File: src/rtl/activ4_pkg.sv
// Shared definitions for the activity-4 serial transmitter: the state
// encoding (exported so benches can display it), the default frame width
// and the frame-length clamp.
package activ4_pkg;

    localparam int TX_WIDTH_DEFAULT = 8;

    typedef enum logic [1:0] {
        IDLE   = 2'd0,
        SHIFT  = 2'd1,
        PARITY = 2'd2,
        DONE   = 2'd3
    } txstate_t;

    // Requested lengths beyond the register width send the whole register.
    function automatic int unsigned clamp_len(input int unsigned len_req,
                                              input int unsigned width);
        return (len_req > width) ? width : len_req;
    endfunction

endpackage

File: src/rtl/activ4_shreg.sv
// Loadable left shift register with zero fill, serial MSB output and a
// running XOR of every bit shifted out (even-parity accumulator).
module activ4_shreg #(
    parameter int WIDTH = 8
) (
    input  logic             clk,
    input  logic             reset,
    input  logic             load_i,
    input  logic [WIDTH-1:0] load_data_i,
    input  logic             shift_i,
    output logic             msb_o,
    output logic             parity_o
);

    logic [WIDTH-1:0] shreg_q, shreg_d;
    logic             parity_q, parity_d;

    // Load wins over shift; parity restarts with every new frame.
    always_comb begin
        shreg_d  = shreg_q;
        parity_d = parity_q;
        if (load_i) begin
            shreg_d  = load_data_i;
            parity_d = 1'b0;
        end else if (shift_i) begin
            shreg_d  = {shreg_q[WIDTH-2:0], 1'b0};
            parity_d = parity_q ^ shreg_q[WIDTH-1];
        end
    end

    // Register update with immediate clear on reset.
    always_ff @(posedge clk or posedge reset) begin
        if (reset) begin
            shreg_q  <= '0;
            parity_q <= 1'b0;
        end else begin
            shreg_q  <= shreg_d;
            parity_q <= parity_d;
        end
    end

    assign msb_o    = shreg_q[WIDTH-1];
    assign parity_o = parity_q;

endmodule

File: src/rtl/activ4_tx.sv
// Serial bit-stream transmitter: loads the low len bits of data_in and sends
// them MSB-first, one bit per step, then pulses done for one cycle.
// Define ACTIV4_TX_PARITY_EN to append an even-parity bit after the data.
module activ4_tx
    import activ4_pkg::*;
#(
    parameter  int WIDTH = TX_WIDTH_DEFAULT,
    localparam int CW    = $clog2(WIDTH + 1)
) (
    input  logic             clk,
    input  logic             reset,
    input  logic             start,
    input  logic [WIDTH-1:0] data_in,
    input  logic [CW-1:0]    len,
    input  logic             step,
    output logic             ready,
    output logic             x,
    output logic             x_valid,
    output logic             done,
    output logic [1:0]       currentState,
    output logic [1:0]       nextState
);

`ifdef ACTIV4_TX_PARITY_EN
    localparam txstate_t AFTER_DATA = PARITY;
`else
    localparam txstate_t AFTER_DATA = DONE;
`endif

    txstate_t         state_q, state_d;
    logic [CW-1:0]    cnt_q, cnt_d;
    logic [CW-1:0]    len_eff;
    logic [WIDTH-1:0] load_word;
    logic             accept, shift_en;
    logic             sh_msb, sh_par;

    // Left-align the frame so bit len_eff-1 is the first one out.
    assign len_eff   = CW'(clamp_len(32'(len), 32'(WIDTH)));
    assign load_word = data_in << (CW'(WIDTH) - len_eff);
    assign accept    = (state_q == IDLE) && start && (len != '0);
    assign shift_en  = (state_q == SHIFT) && step;

    activ4_shreg #(.WIDTH(WIDTH)) u_shreg (
        .clk        (clk),
        .reset      (reset),
        .load_i     (accept),
        .load_data_i(load_word),
        .shift_i    (shift_en),
        .msb_o      (sh_msb),
        .parity_o   (sh_par)
    );

    // Next-state and bit-counter logic; step=0 freezes SHIFT and PARITY.
    always_comb begin
        state_d = state_q;
        cnt_d   = cnt_q;
        case (state_q)
            IDLE: begin
                if (accept) begin
                    state_d = SHIFT;
                    cnt_d   = len_eff;
                end
            end
            SHIFT: begin
                if (step) begin
                    cnt_d = cnt_q - CW'(1);
                    if (cnt_q == CW'(1)) begin
                        state_d = AFTER_DATA;
                    end
                end
            end
            PARITY: begin
                if (step) begin
                    state_d = DONE;
                end
            end
            DONE:    state_d = IDLE;
            default: state_d = IDLE;
        endcase
    end

    // State and counter registers, cleared immediately on reset.
    always_ff @(posedge clk or posedge reset) begin
        if (reset) begin
            state_q <= IDLE;
            cnt_q   <= '0;
        end else begin
            state_q <= state_d;
            cnt_q   <= cnt_d;
        end
    end

    // Outputs decode only registered state, so they never glitch on inputs.
    always_comb begin
        ready   = (state_q == IDLE);
        done    = (state_q == DONE);
        x_valid = (state_q == SHIFT) || (state_q == PARITY);
        x       = 1'b0;
        if (state_q == SHIFT) begin
            x = sh_msb;
        end else if (state_q == PARITY) begin
            x = sh_par;
        end
    end

    assign currentState = state_q;
    assign nextState    = state_d;

endmodule

File: config.mk
export PLATFORM = sky130hd
export DESIGN_NAME = activ4_tx
export DESIGN_NICKNAME = d
export VERILOG_FILES = /design/src/rtl/activ4_pkg.sv /design/src/rtl/activ4_shreg.sv /design/src/rtl/activ4_tx.sv
export SDC_FILE = /design/constraint.sdc
export NUM_CORES = 1
export LEC_CHECK = 0
export BUFFER_PORTS_ARGS = -buffer_cell sky130_fd_sc_hd__buf_2
export CAP_MARGIN = 5
export CORE_UTILIZATION = 55
export CTS_CLUSTER_DIAMETER = 30
export CTS_CLUSTER_SIZE = 24
export DETAILED_ROUTE_END_ITERATION = 8
export PLACE_DENSITY = 0.79
export SKIP_LAST_GASP = 1
export SYNTH_ARGS = -nofsm -noshare
export SYNTH_HDL_FRONTEND = slang
export SYNTH_HIERARCHICAL = 1
export SYNTH_SLANG_ARGS = --single-unit
File: constraint.sdc
create_clock -name clk -period 2.9 [get_ports clk]
set_input_delay 0 -clock clk [delete_from_list [all_inputs] [get_ports clk]]
set_output_delay 0 -clock clk [all_outputs]
set_load 0.01 [all_outputs]
==> summary.md, run 1 <==
| Metric | Value |
|---|---|
| Xor/xnor share of the synthesized area | `0%` |
| Crit path time final | `2.35 ns` |
| Total Nets Final | `189` |
| Synth Instances | `140` |
| CTS clk-pin slew, worst paths | `0.09 ns` |
| Max-cap check violation count | `0` |
| Final setup TNS | `0 ns` |
| Pwr Density | `832 nW/um^2` |
| Die width | `49.4 um` |
| CP max stage delay | `0.54 ns` |
| Vias | `1,062` |
| DRT Pass-1 Iters | `4` |
| Setup WS pre-CTS | `0.917 ns` |
| Synthesized Nets | `164` |
| Die Y | `49.4 um` |
| Root Buffer Master | `clkbuf_4` |
| Simple-gate share of the synthesized area | `22.5%` |
| RePlAce Congestion | `0.846` |
| Mapped cell area | `1240 um^2` |
| Syn Area/Cell | `8.84 um^2` |
| CTS tree | `built` |
| Final WS setup | `0.545 ns` |
| H-tree levels | `1` |
| P&R area growth vs syn | `12.0%` |
| Top-area cell type share of the netlist area | `30.3%` |
| Post-synth ARST share | `100%` |
| Grt total ovfl | `0` |
| Dpl hpwl | `1990 um` |
| Number of synthesized flops with an enable pin | `0` |
| Critical Setup Path Class | `reg2out` |
| Highest-delay cell along the critical path | `and2_1` |
| Startpoint types | `flip-flop` |
| Fin crit share | `81.2%` |
| Longest Clk Path Bufs | `2` |
| Die area | `2440 um^2` |
| RSZ-0062 raised after global routing | `false` |
| Global-route wire length before repair | `4220 um` |
| # diodes | `0` |
| Critical Path AT | `2.35 ns` |
| Final setup viols | `0` |
| Boundary Pins | `24` |
| Fmax | `425 MHz` |
| Top cells by area, synth | `dfrtp_1 30%, mux2i_1 13%, ha_1 8.1%, nand2_1 5.8%, a21oi_1 2.8%` |
| Global-route total usage across every layer | `22.7%` |
| Starting DRC count in detailed routing | `19` |
| Largest net degree at the start of global routing | `20` |
| Lkg Pwr | `0.684 nW` |
| Fin. Hold Viols | `0` |
| Netlist cell types | `35` |
| Routed length per instance | `13.4 um` |
| Worst Path Required | `2.90 ns` |
| Largest family of logic cells by synthesized area | `simple AND/OR/NAND/NOR gates` |
| Post-route ant nets | `0` |
| Peak VDD IR | `0.540 mV` |
| Area leader, netlist | `dfrtp_1` |
| Post-synthesis compound-gate area fraction | `18.0%` |
| Std-Cell Rows | `16` |
| Buffer and inverter count on the worst path | `2` |
| Post-Synth Adder-Cell Area | `8.09%` |
| Register area share after synthesis | `30.3%` |
| Critical-path cell list | `inv_1 > ha_1 > and2_1 > a21oi_1 > o2bb2ai_1 > buf_2` |
| Status | `finished clean` |
| CP max FO | `15` |
| Slew headroom | `64.7%` |
| CP delay by family, top | `simple AND/OR/NAND/NOR gates` |
| CTS buffer count | `3` |
| Total wire length | `2560 um` |
| Ys flop type | `dfrtp_1` |
| Max-slew violation count | `0` |
| HP Class | `in2reg` |
| Core Region | `2040 um^2` |
| Worst-skew pair later-pin latency | `0.29 ns` |
| CP endpoint kind | `output pin` |
| # resized after CTS | `0` |
| Initial antenna violation count | `0` |
| Mux contribution to synthesized area | `15.0%` |
| Port buffer count | `23` |
| Initial Util | `60.6%` |
| Avg Vias per Cell | `5.56` |
| DRC errors left | `0` |
| Synth Warn # | `6` |
| Slew at the pin closest to its max-slew limit | `0.529 ns` |
| Synthesized flop and latch total | `15` |
| Share of layout cells above drive strength 1 | `20.7%` |
| Sink Count | `15` |
| Clk_skew | `0.00208 ns` |
| Vias in the first global route | `986` |
==> cells in the mapped netlist (2+ instances only) <==
cell type	number
a32o_1	3
nor3b_1	3
buf_6	2
nand2_1	19
and2_1	3
nand3_1	3
o21ai_1	7
inv_1	8
nor2_1	9
clkbuf_1	2
a21oi_1	7
nand2b_1	5
ha_1	8
dfrtp_1	15
mux2i_1	16
nand3b_1	4
nor2b_1	2
o21ai_0	7
==> flip-flops by register name (all words and copies together), names as in the netlist <==
signal            count
u_shreg/parity_o      1
currentState          2
u_shreg/shreg_q       8
cnt_q                 4
==> final cells by class <==
type,count,area [um^2]
Clock buffer,3,22.5
Clock inverter,1,5.00
Fill cell,183,656
Inverter,8,30.0
Multi-Input combinational cell,112,787
Sequential cell,15,375
Tap cell,27,33.8
Timing Repair Buffer,25,133
==> where the power goes <==
part           total, mW  internal, mW  switching (mW)
Clock              0.122        0.0513          0.0706
Combinational      0.657         0.289           0.368
Sequential         0.375         0.300          0.0748
Total               1.15         0.640           0.514
==> stage by stage <==
stage	hold slack [ns]	util, %	cells	area (um^2)	total power, mW
floorplan	-0.209	-	140	1240	0.868
global placement	-0.0665	66.1	186	1350	0.987
detailed placement	-0.0579	66.1	186	1350	1.03
CTS	0.0578	67.9	191	1390	1.15
global route	0.0563	67.9	191	1390	1.25
finish	0.0626	67.9	191	1390	1.15
==> placed cells by master, fill, tap and decap left out, types with 2 or more instances in the layout <==
cell,count
a21oi_1,7
a32o_1,3
and2_1,3
buf_2,23
clkbuf_4,3
dfrtp_1,15
ha_1,8
inv_1,8
mux2i_1,16
nand2_1,19
nand2b_1,5
nand3_1,3
nand3b_1,4
nor2_1,9
nor2b_1,2
nor3b_1,3
o21ai_0,7
o21ai_1,7
==> final timing paths <==
check / start / end / slack, ns / cells after the start
min in group asynchronous: reset / currentState[1]$_DFF_PP0_ / 0.18 / 3
worst max-delay path: currentState[1]$_DFF_PP0_ / nextState[1] / 0.55 / 6
worst max register to register: currentState[1]$_DFF_PP0_ / u_shreg/shreg_q[4]$_DFFE_PP0P_ / 0.91 / 5
worst min register to register: u_shreg/parity_o$_DFFE_PP0P_ / u_shreg/parity_o$_DFFE_PP0P_ / 0.57 / 2
worst min-delay path: len[3] / cnt_q[3]$_DFFE_PP0P_ / 0.06 / 3
max in group asynchronous: reset / u_shreg/shreg_q[0]$_DFFE_PP0P_ / 2.43 / 3
==> repair_timing <==
item	in CTS	in global routing
hold buffers	1	0
setup buffers	0	0
hold endpoints to repair	15	0
==> layer usage <==
layer	up-vias	global-route usage (%)	wire length [um]
met3	4	4.98	57
met4	0	7.14	32
met1	506	26.6	1160
met2	14	40.9	1310
met5	-	0	0
li1	538	-	-
==> logic make-up (layout without fill, tap and decap cells) <==
| logic type | count (synthesis) | after routing |
|---|---|---|
| AOI/OAI and AO/OA | 33 | 33 |
| adders and majority gates | 8 | 8 |
| buffers and inverters | 13 | 37 |
| DFF | 15 | 15 |
| muxes | 18 | 18 |
| and+or+nand+nor | 53 | 53 |
==> tightest hold or removal path, cell delays in order <==
cell and delay, ns:
buf_2 0.14, nand3b_1 0.09, nand3_1 0.08
No activity file was read; power rests on OpenSTA's default activity.
==> run 2: changes to the inputs <==
--- a/config.mk
+++ b/config.mk
@@ -7,11 +7,11 @@
 export LEC_CHECK = 0
 export BUFFER_PORTS_ARGS = -buffer_cell sky130_fd_sc_hd__buf_2
 export CAP_MARGIN = 5
-export CORE_UTILIZATION = 55
+export CORE_UTILIZATION = 54
 export CTS_CLUSTER_DIAMETER = 30
 export CTS_CLUSTER_SIZE = 24
 export DETAILED_ROUTE_END_ITERATION = 8
-export PLACE_DENSITY = 0.79
+export PLACE_DENSITY = 0.78
 export SKIP_LAST_GASP = 1
 export SYNTH_ARGS = -nofsm -noshare
 export SYNTH_HDL_FRONTEND = slang
==> constraint.sdc (replaced) <==
create_clock -name clk -period 2.3 [get_ports clk]
set_input_delay 0 -clock clk [delete_from_list [all_inputs] [get_ports clk]]
set_output_delay 0 -clock clk [all_outputs]
set_load 0.01 [all_outputs]
==> summary.md, run 2 (synthesis gave the netlist of run 1 again) <==
| Metric | Value |
|---|---|
| H-tree levels | `1 (unchanged)` |
| Die area | `2490 um^2 (was 2440 um^2)` |
| Max-cap check violation count | `0 (unchanged)` |
| Commonest non-fill, non-tap cell in the layout | `buf_2 (unchanged)` |
| Placed Cells | `186 (unchanged)` |
| Final setup viols | `0 (unchanged)` |
| CTS tree | `built (unchanged)` |
| Starting DRC count in detailed routing | `26 (was 19)` |
| Critical Setup Path Class | `reg2out (unchanged)` |
| Fin. Hold Viols | `0 (unchanged)` |
| Largest net degree at the start of global routing | `16 (was 20)` |
| Worst R2R Path Depth | `6 (was 5)` |
| Worst Path Required | `2.30 ns (was 2.90 ns)` |
| Std-Cell Rows | `16 (unchanged)` |
| Global-route total usage across every layer | `21.4% (was 22.7%)` |
| Vias | `1,034 (was 1,062)` |
| Routed length per instance | `12.0 um (was 13.4 um)` |
| RePlAce Congestion | `0.847 (was 0.846)` |
| Post-route ant nets | `0 (unchanged)` |
| Final WS setup | `0.188 ns (was 0.545 ns)` |
| CTS clk-pin slew, worst paths | `0.09 ns (about the same)` |
| Global-route wire length before repair | `4050 um (was 4220 um)` |
| Boundary Pins | `24 (unchanged)` |
| Initial Util | `60.0% (was 60.6%)` |
| Dpl hpwl | `1830 um (was 1990 um)` |
| Avg Vias per Cell | `5.41 (was 5.56)` |
| Flop-to-flop setup slack | `0.34 ns (was 0.91 ns)` |
| Max reg flops | `8 (unchanged)` |
| Share of layout cells above drive strength 1 | `21.3% (was 20.7%)` |
| Tot Pwr | `1.42 mW (was 1.15 mW)` |
| Port buffer count | `23 (unchanged)` |
| Fmax | `474 MHz` |
| Peak VDD IR | `0.664 mV (was 0.540 mV)` |
| Crit path time final | `2.11 ns` |
| DRT Pass-1 Iters | `4 (unchanged)` |
| Most frequent cells in the layout | `23 x buf_2, 19 x nand2_1, 16 x mux2i_1, 15 x dfrtp_1, 9 x nor2_1 (unchanged)` |
| Crit path to | `nextState[1] (unchanged)` |
| Critical R2R Capture | `cnt_q[2]$_DFFE_PP0P_ (was u_shreg/shreg_q[4]$_DFFE_PP0P_)` |
| Clk_skew | `0.00353 ns (was 0.00208 ns)` |
| Die Y | `49.9 um (was 49.4 um)` |
| Grt total ovfl | `0 (unchanged)` |
| Hold depth | `3 (unchanged)` |
| CP endpoint kind | `output pin (unchanged)` |
| Setup WS pre-CTS | `0.365 ns (was 0.917 ns)` |
| Sink Count | `15 (unchanged)` |
| DRC errors left | `0 (unchanged)` |
| Crit. Startpoint | `currentState[1]$_DFF_PP0_ (unchanged)` |
| Startpoint types | `flip-flop (unchanged)` |
| Final setup TNS | `0 ns (unchanged)` |
| Worst-skew pair later-pin latency | `0.28 ns (was 0.29 ns)` |
| CP max FO | `15 (unchanged)` |
| # diodes | `0 (unchanged)` |
| CTS buffer count | `3 (unchanged)` |
| Longest Clk Path Bufs | `2 (unchanged)` |
| Initial antenna violation count | `0 (unchanged)` |
| RSZ-0062 raised after global routing | `false (unchanged)` |
| P&R area growth vs syn | `12.1% (was 12.0%)` |
| Status | `finished clean (unchanged)` |
| Vias in the first global route | `1,007 (was 986)` |
| Slew at the pin closest to its max-slew limit | `0.429 ns (was 0.529 ns)` |
| Total wire length | `2290 um (was 2560 um)` |
| Core Region | `2060 um^2 (was 2040 um^2)` |
| Critical Path AT | `2.11 ns (was 2.35 ns)` |
| Total Nets Final | `189 (unchanged)` |
| Die width | `49.9 um (was 49.4 um)` |
| Post CTS Setup Buffer Count | `0 (unchanged)` |
| Slew headroom | `71.2% (was 64.7%)` |
| Lkg Pwr | `0.684 nW (about the same)` |
| Max-slew violation count | `0 (unchanged)` |
| HP Class | `in2reg (unchanged)` |
| Final core occ | `67.3% (was 67.9%)` |
| Register bank with the most flops | `u_shreg/shreg_q (unchanged)` |
| Fin crit share | `91.8%` |
| Hold_ws | `0.0602 ns (was 0.0626 ns)` |
| Root Buffer Master | `clkbuf_4 (unchanged)` |
| Pwr Density | `1030 nW/um^2 (was 832 nW/um^2)` |
| Worst r2r src | `currentState[1]$_DFF_PP0_ (unchanged)` |
| Placed Area | `1350 um^2 (unchanged)` |
| Post-route design area | `1390 um^2 (about the same)` |
| Non-filler cells in the finished layout | `191 (unchanged)` |
[run 2: changes by cell type in the layout (fill, tap and decap cells not counted)]
| cell | before | now |
|---|---|---|
| and2_2 | 0 | 1 |
| and2_1 | 3 | 2 |
[run 2: metal layers]
layer  track usage [%]  wire [um]  vias up
li1                  -          -      535
met4              10.0         20        0
met1              27.6       1130      470
met2              35.1       1060       27
met5                 0          0        -
met3              2.78         83        2
[run 2: cell type report]
type                    instances  area [um^2]
flip-flops and latches         15          375
inverters                       8         30.0
repair buffers                 25          133
multi-input cells             112          788
clock inverters                 1         5.00
fillers                       178          674
clock buffers                   3         22.5
well taps                      27         33.8
[run 2: power breakdown]
part           switching (mW)  internal, mW
logic                   0.447         0.362
registers              0.0877         0.378
clock network          0.0832        0.0645
total                   0.618         0.805
[run 2: how the worst min path moves through the flow]
stage | startpoint | endpoint | slack [ns]
final | len[3] | cnt_q[3]$_DFFE_PP0P_ | 0.06
after detailed placement | reset | currentState[0]$_DFF_PP0_ | -0.05
after CTS | len[3] | cnt_q[3]$_DFFE_PP0P_ | 0.05
after global placement | reset | cnt_q[2]$_DFFE_PP0P_ | -0.05
after floorplan | reset | cnt_q[0]$_DFFE_PP0P_ | -0.21
after global routing | len[3] | cnt_q[3]$_DFFE_PP0P_ | 0.09
[run 2: what timing repair did]
| item | CTS | global route |
|---|---|---|
| resized for setup | 0 | 1 |
| endpoints found under the hold margin | 15 | 0 |
| hold buffers | 1 | 0 |
| setup endpoints to repair | 0 | 1 |
[run 2: critical path, cell delays in order, from the launching register on]
cell and delay, ns:
dfrtp_1 0.43, inv_1 0.13, ha_1 0.43, and2_2 0.41, a21oi_1 0.10, o2bb2ai_1 0.18, buf_2 0.16
==> run 3: changes to the inputs <==
--- a/config.mk
+++ b/config.mk
@@ -7,6 +7,7 @@
 export LEC_CHECK = 0
 export BUFFER_PORTS_ARGS = -buffer_cell sky130_fd_sc_hd__buf_2
 export CAP_MARGIN = 5
+export CORE_ASPECT_RATIO = 1.5
 export CORE_UTILIZATION = 54
 export CTS_CLUSTER_DIAMETER = 30
 export CTS_CLUSTER_SIZE = 24
==> summary.md, run 3 (synthesis gave the netlist of run 1 again) <==
| Metric | Value |
|---|---|
| Status | `finished clean (unchanged)` |
| Starting DRC count in detailed routing | `25 (was 26)` |
| RSZ-0062 raised after global routing | `false (unchanged)` |
| Total Nets Final | `189 (unchanged)` |
| HP Class | `in2reg (unchanged)` |
| Worst R2R Path Depth | `6 (unchanged)` |
| Flop-to-flop setup slack | `0.43 ns (was 0.34 ns)` |
| Total wire length | `2690 um (was 2290 um)` |
| Highest-delay cell along the critical path | `dfrtp_1 (unchanged)` |
| Fill count | `188 (was 178)` |
| Commonest non-fill, non-tap cell in the layout | `buf_2 (unchanged)` |
| Final core occ | `65.8% (was 67.3%)` |
| RePlAce Congestion | `0.805 (was 0.847)` |
| Worst-skew pair later-pin latency | `0.31 ns (was 0.28 ns)` |
| Routed length per instance | `14.5 um (was 12.0 um)` |
| Global-route total usage across every layer | `25.4% (was 21.4%)` |
| Critical-path cell list | `inv_1 > ha_1 > nand2_1 > nor2_1 > a21oi_1 > o2bb2ai_1 > buf_2 (was inv_1 > ha_1 > and2_2 > a21oi_1 > o2bb2ai_1 > buf_2)` |
| Core Region | `2100 um^2 (was 2060 um^2)` |
| Avg Vias per Cell | `5.77 (was 5.41)` |
| CTS buffer count | `3 (unchanged)` |
| Std-Cell Rows | `20 (was 16)` |
| Die Y | `60.6 um (was 49.9 um)` |
| Post-route design area | `1380 um^2 (was 1390 um^2)` |
| Min-Delay Endpoint | `cnt_q[3]$_DFFE_PP0P_ (unchanged)` |
| Max-cap check violation count | `0 (unchanged)` |
| Setup WS pre-CTS | `0.278 ns (was 0.365 ns)` |
| CP max stage delay | `0.45 ns (was 0.43 ns)` |
| Peak VDD IR | `0.503 mV (was 0.664 mV)` |
| Fin crit share | `90.8% (was 91.8%)` |
| Placed Cells | `181 (was 186)` |
| CTS clk-pin slew, worst paths | `0.10 ns (was 0.09 ns)` |
| Initial Util | `58.9% (was 60.0%)` |
| Worst r2r src | `currentState[1]$_DFF_PP0_ (unchanged)` |
| Post-route ant nets | `0 (unchanged)` |
| Vias in the first global route | `1,052 (was 1,007)` |
| Hold depth | `3 (unchanged)` |
| Critical Path AT | `2.09 ns (was 2.11 ns)` |
| Critical R2R Capture | `cnt_q[2]$_DFFE_PP0P_ (unchanged)` |
| HP Start | `len[3] (unchanged)` |
| Port buffer count | `23 (unchanged)` |
| Fin. Hold Viols | `0 (unchanged)` |
| Vias | `1,073 (was 1,034)` |
| Slew at the pin closest to its max-slew limit | `0.496 ns (was 0.429 ns)` |
| Critical Setup Path Class | `reg2out (unchanged)` |
| CTS tree | `built (unchanged)` |
| DRT Pass-1 Iters | `4 (unchanged)` |
| Fmax | `479 MHz (was 474 MHz)` |
| Grt total ovfl | `0 (unchanged)` |
| Final WS setup | `0.212 ns (was 0.188 ns)` |
| Largest net degree at the start of global routing | `16 (unchanged)` |
| Final setup viols | `0 (unchanged)` |
| Hold_ws | `0.0291 ns (was 0.0602 ns)` |
| Most frequent cells in the layout | `23 x buf_2, 19 x nand2_1, 16 x mux2i_1, 15 x dfrtp_1, 9 x nor2_1 (unchanged)` |
| Share of layout cells above drive strength 1 | `22.0% (was 21.3%)` |
| CP endpoint kind | `output pin (unchanged)` |
| Sink Count | `15 (unchanged)` |
| Worst Path Required | `2.30 ns (about the same)` |
| Boundary Pins | `24 (unchanged)` |
| Tot Pwr | `1.47 mW (was 1.42 mW)` |
| Register bank with the most flops | `u_shreg/shreg_q (unchanged)` |
| Non-filler cells in the finished layout | `186 (was 191)` |
| Die area | `2490 um^2 (about the same)` |
| Startpoint types | `flip-flop (unchanged)` |
| Slew headroom | `66.8% (was 71.2%)` |
| Lkg Pwr | `0.683 nW (was 0.684 nW)` |
| Initial antenna violation count | `0 (unchanged)` |
| Final setup TNS | `0 ns (unchanged)` |
| Clk_skew | `0.00954 ns (was 0.00353 ns)` |
| H-tree levels | `1 (unchanged)` |
| Root Buffer Master | `clkbuf_4 (unchanged)` |
| Die width | `41.1 um (was 49.9 um)` |
| Dpl hpwl | `2160 um (was 1830 um)` |
| Max reg flops | `8 (unchanged)` |
| Global-route wire length before repair | `4240 um (was 4050 um)` |
| Sequential Area | `375 um^2 (unchanged)` |
| Pwr Density | `1060 nW/um^2 (was 1030 nW/um^2)` |
| DRC errors left | `0 (unchanged)` |
| Longest Clk Path Bufs | `2 (unchanged)` |
| Placed Area | `1340 um^2 (was 1350 um^2)` |
| # diodes | `0 (unchanged)` |
| Multi-input logic area | `791 um^2 (was 788 um^2)` |
| P&R area growth vs syn | `11.8% (was 12.1%)` |
| CP max FO | `8 (was 15)` |
| Max-slew violation count | `0 (unchanged)` |
| Crit path time final | `2.09 ns (was 2.11 ns)` |
## run 3: changes by cell type in the layout (fill, tap and decap cells not counted)
| cell | previous run | this run |
|---|---|---|
| ha_1 | 8 | 7 |
| ha_2 | 0 | 1 |
## run 3: per-layer routing
metal | global-route usage [%] | vias up | wire length, um
li1 | - | 539 | -
met1 | 22.9 | 508 | 1040
met2 | 49.6 | 19 | 1530
met3 | 3.30 | 7 | 58
met4 | 12.9 | 0 | 61
met5 | 0 | - | 0
## run 3: repair_timing
item | 4_1_cts | 5_1_grt
gates resized for setup | 1 | 1
endpoints found under the setup margin | 1 | 1
buffers inserted | 0 | 0
hold endpoints to repair | 15 | 0
hold buffers | 1 | 0
## run 3: area by class of cell
| class | instances | area share [%] |
|---|---|---|
| flip-flops and latches | 15 | 27.1 |
| repair buffers | 25 | 9.58 |
| clock buffers | 3 | 1.63 |
| multi-input cells | 112 | 57.1 |
| well taps | 22 | 1.99 |
| inverters | 8 | 2.17 |
| clock inverters | 1 | 0.362 |
## run 3: report_power, final
group	leakage [nW]	total (mW)	switching, mW	internal [mW]
combinational	0.475	0.831	0.464	0.367
clock	0.0177	0.160	0.0950	0.0651
sequential	0.191	0.476	0.0977	0.378
total	0.683	1.47	0.657	0.811
## run 3: worst max-delay path by stage
stage / start / end / cells after the start
detailed placement: currentState[1]$_DFF_PP0_ / nextState[1] / 6
finish: currentState[0]$_DFF_PP0_ / nextState[1] / 7
global route: currentState[0]$_DFF_PP0_ / nextState[1] / 7
CTS: currentState[1]$_DFF_PP0_ / nextState[1] / 6
floorplan: currentState[0]$_DFF_PP0_ / currentState[0]$_DFF_PP0_ / 6
global placement: currentState[1]$_DFF_PP0_ / cnt_q[2]$_DFFE_PP0P_ / 6
## run 3: worst max-delay path: cells and delay by family, from the launching register on
| kind | cells | cell delay (ns) |
|---|---|---|
| fa+ha+maj | 1 | 0.20 |
| buf+inv | 2 | 0.29 |
| simple gates | 2 | 0.53 |
| flops | 1 | 0.45 |
| compound gates | 2 | 0.31 |
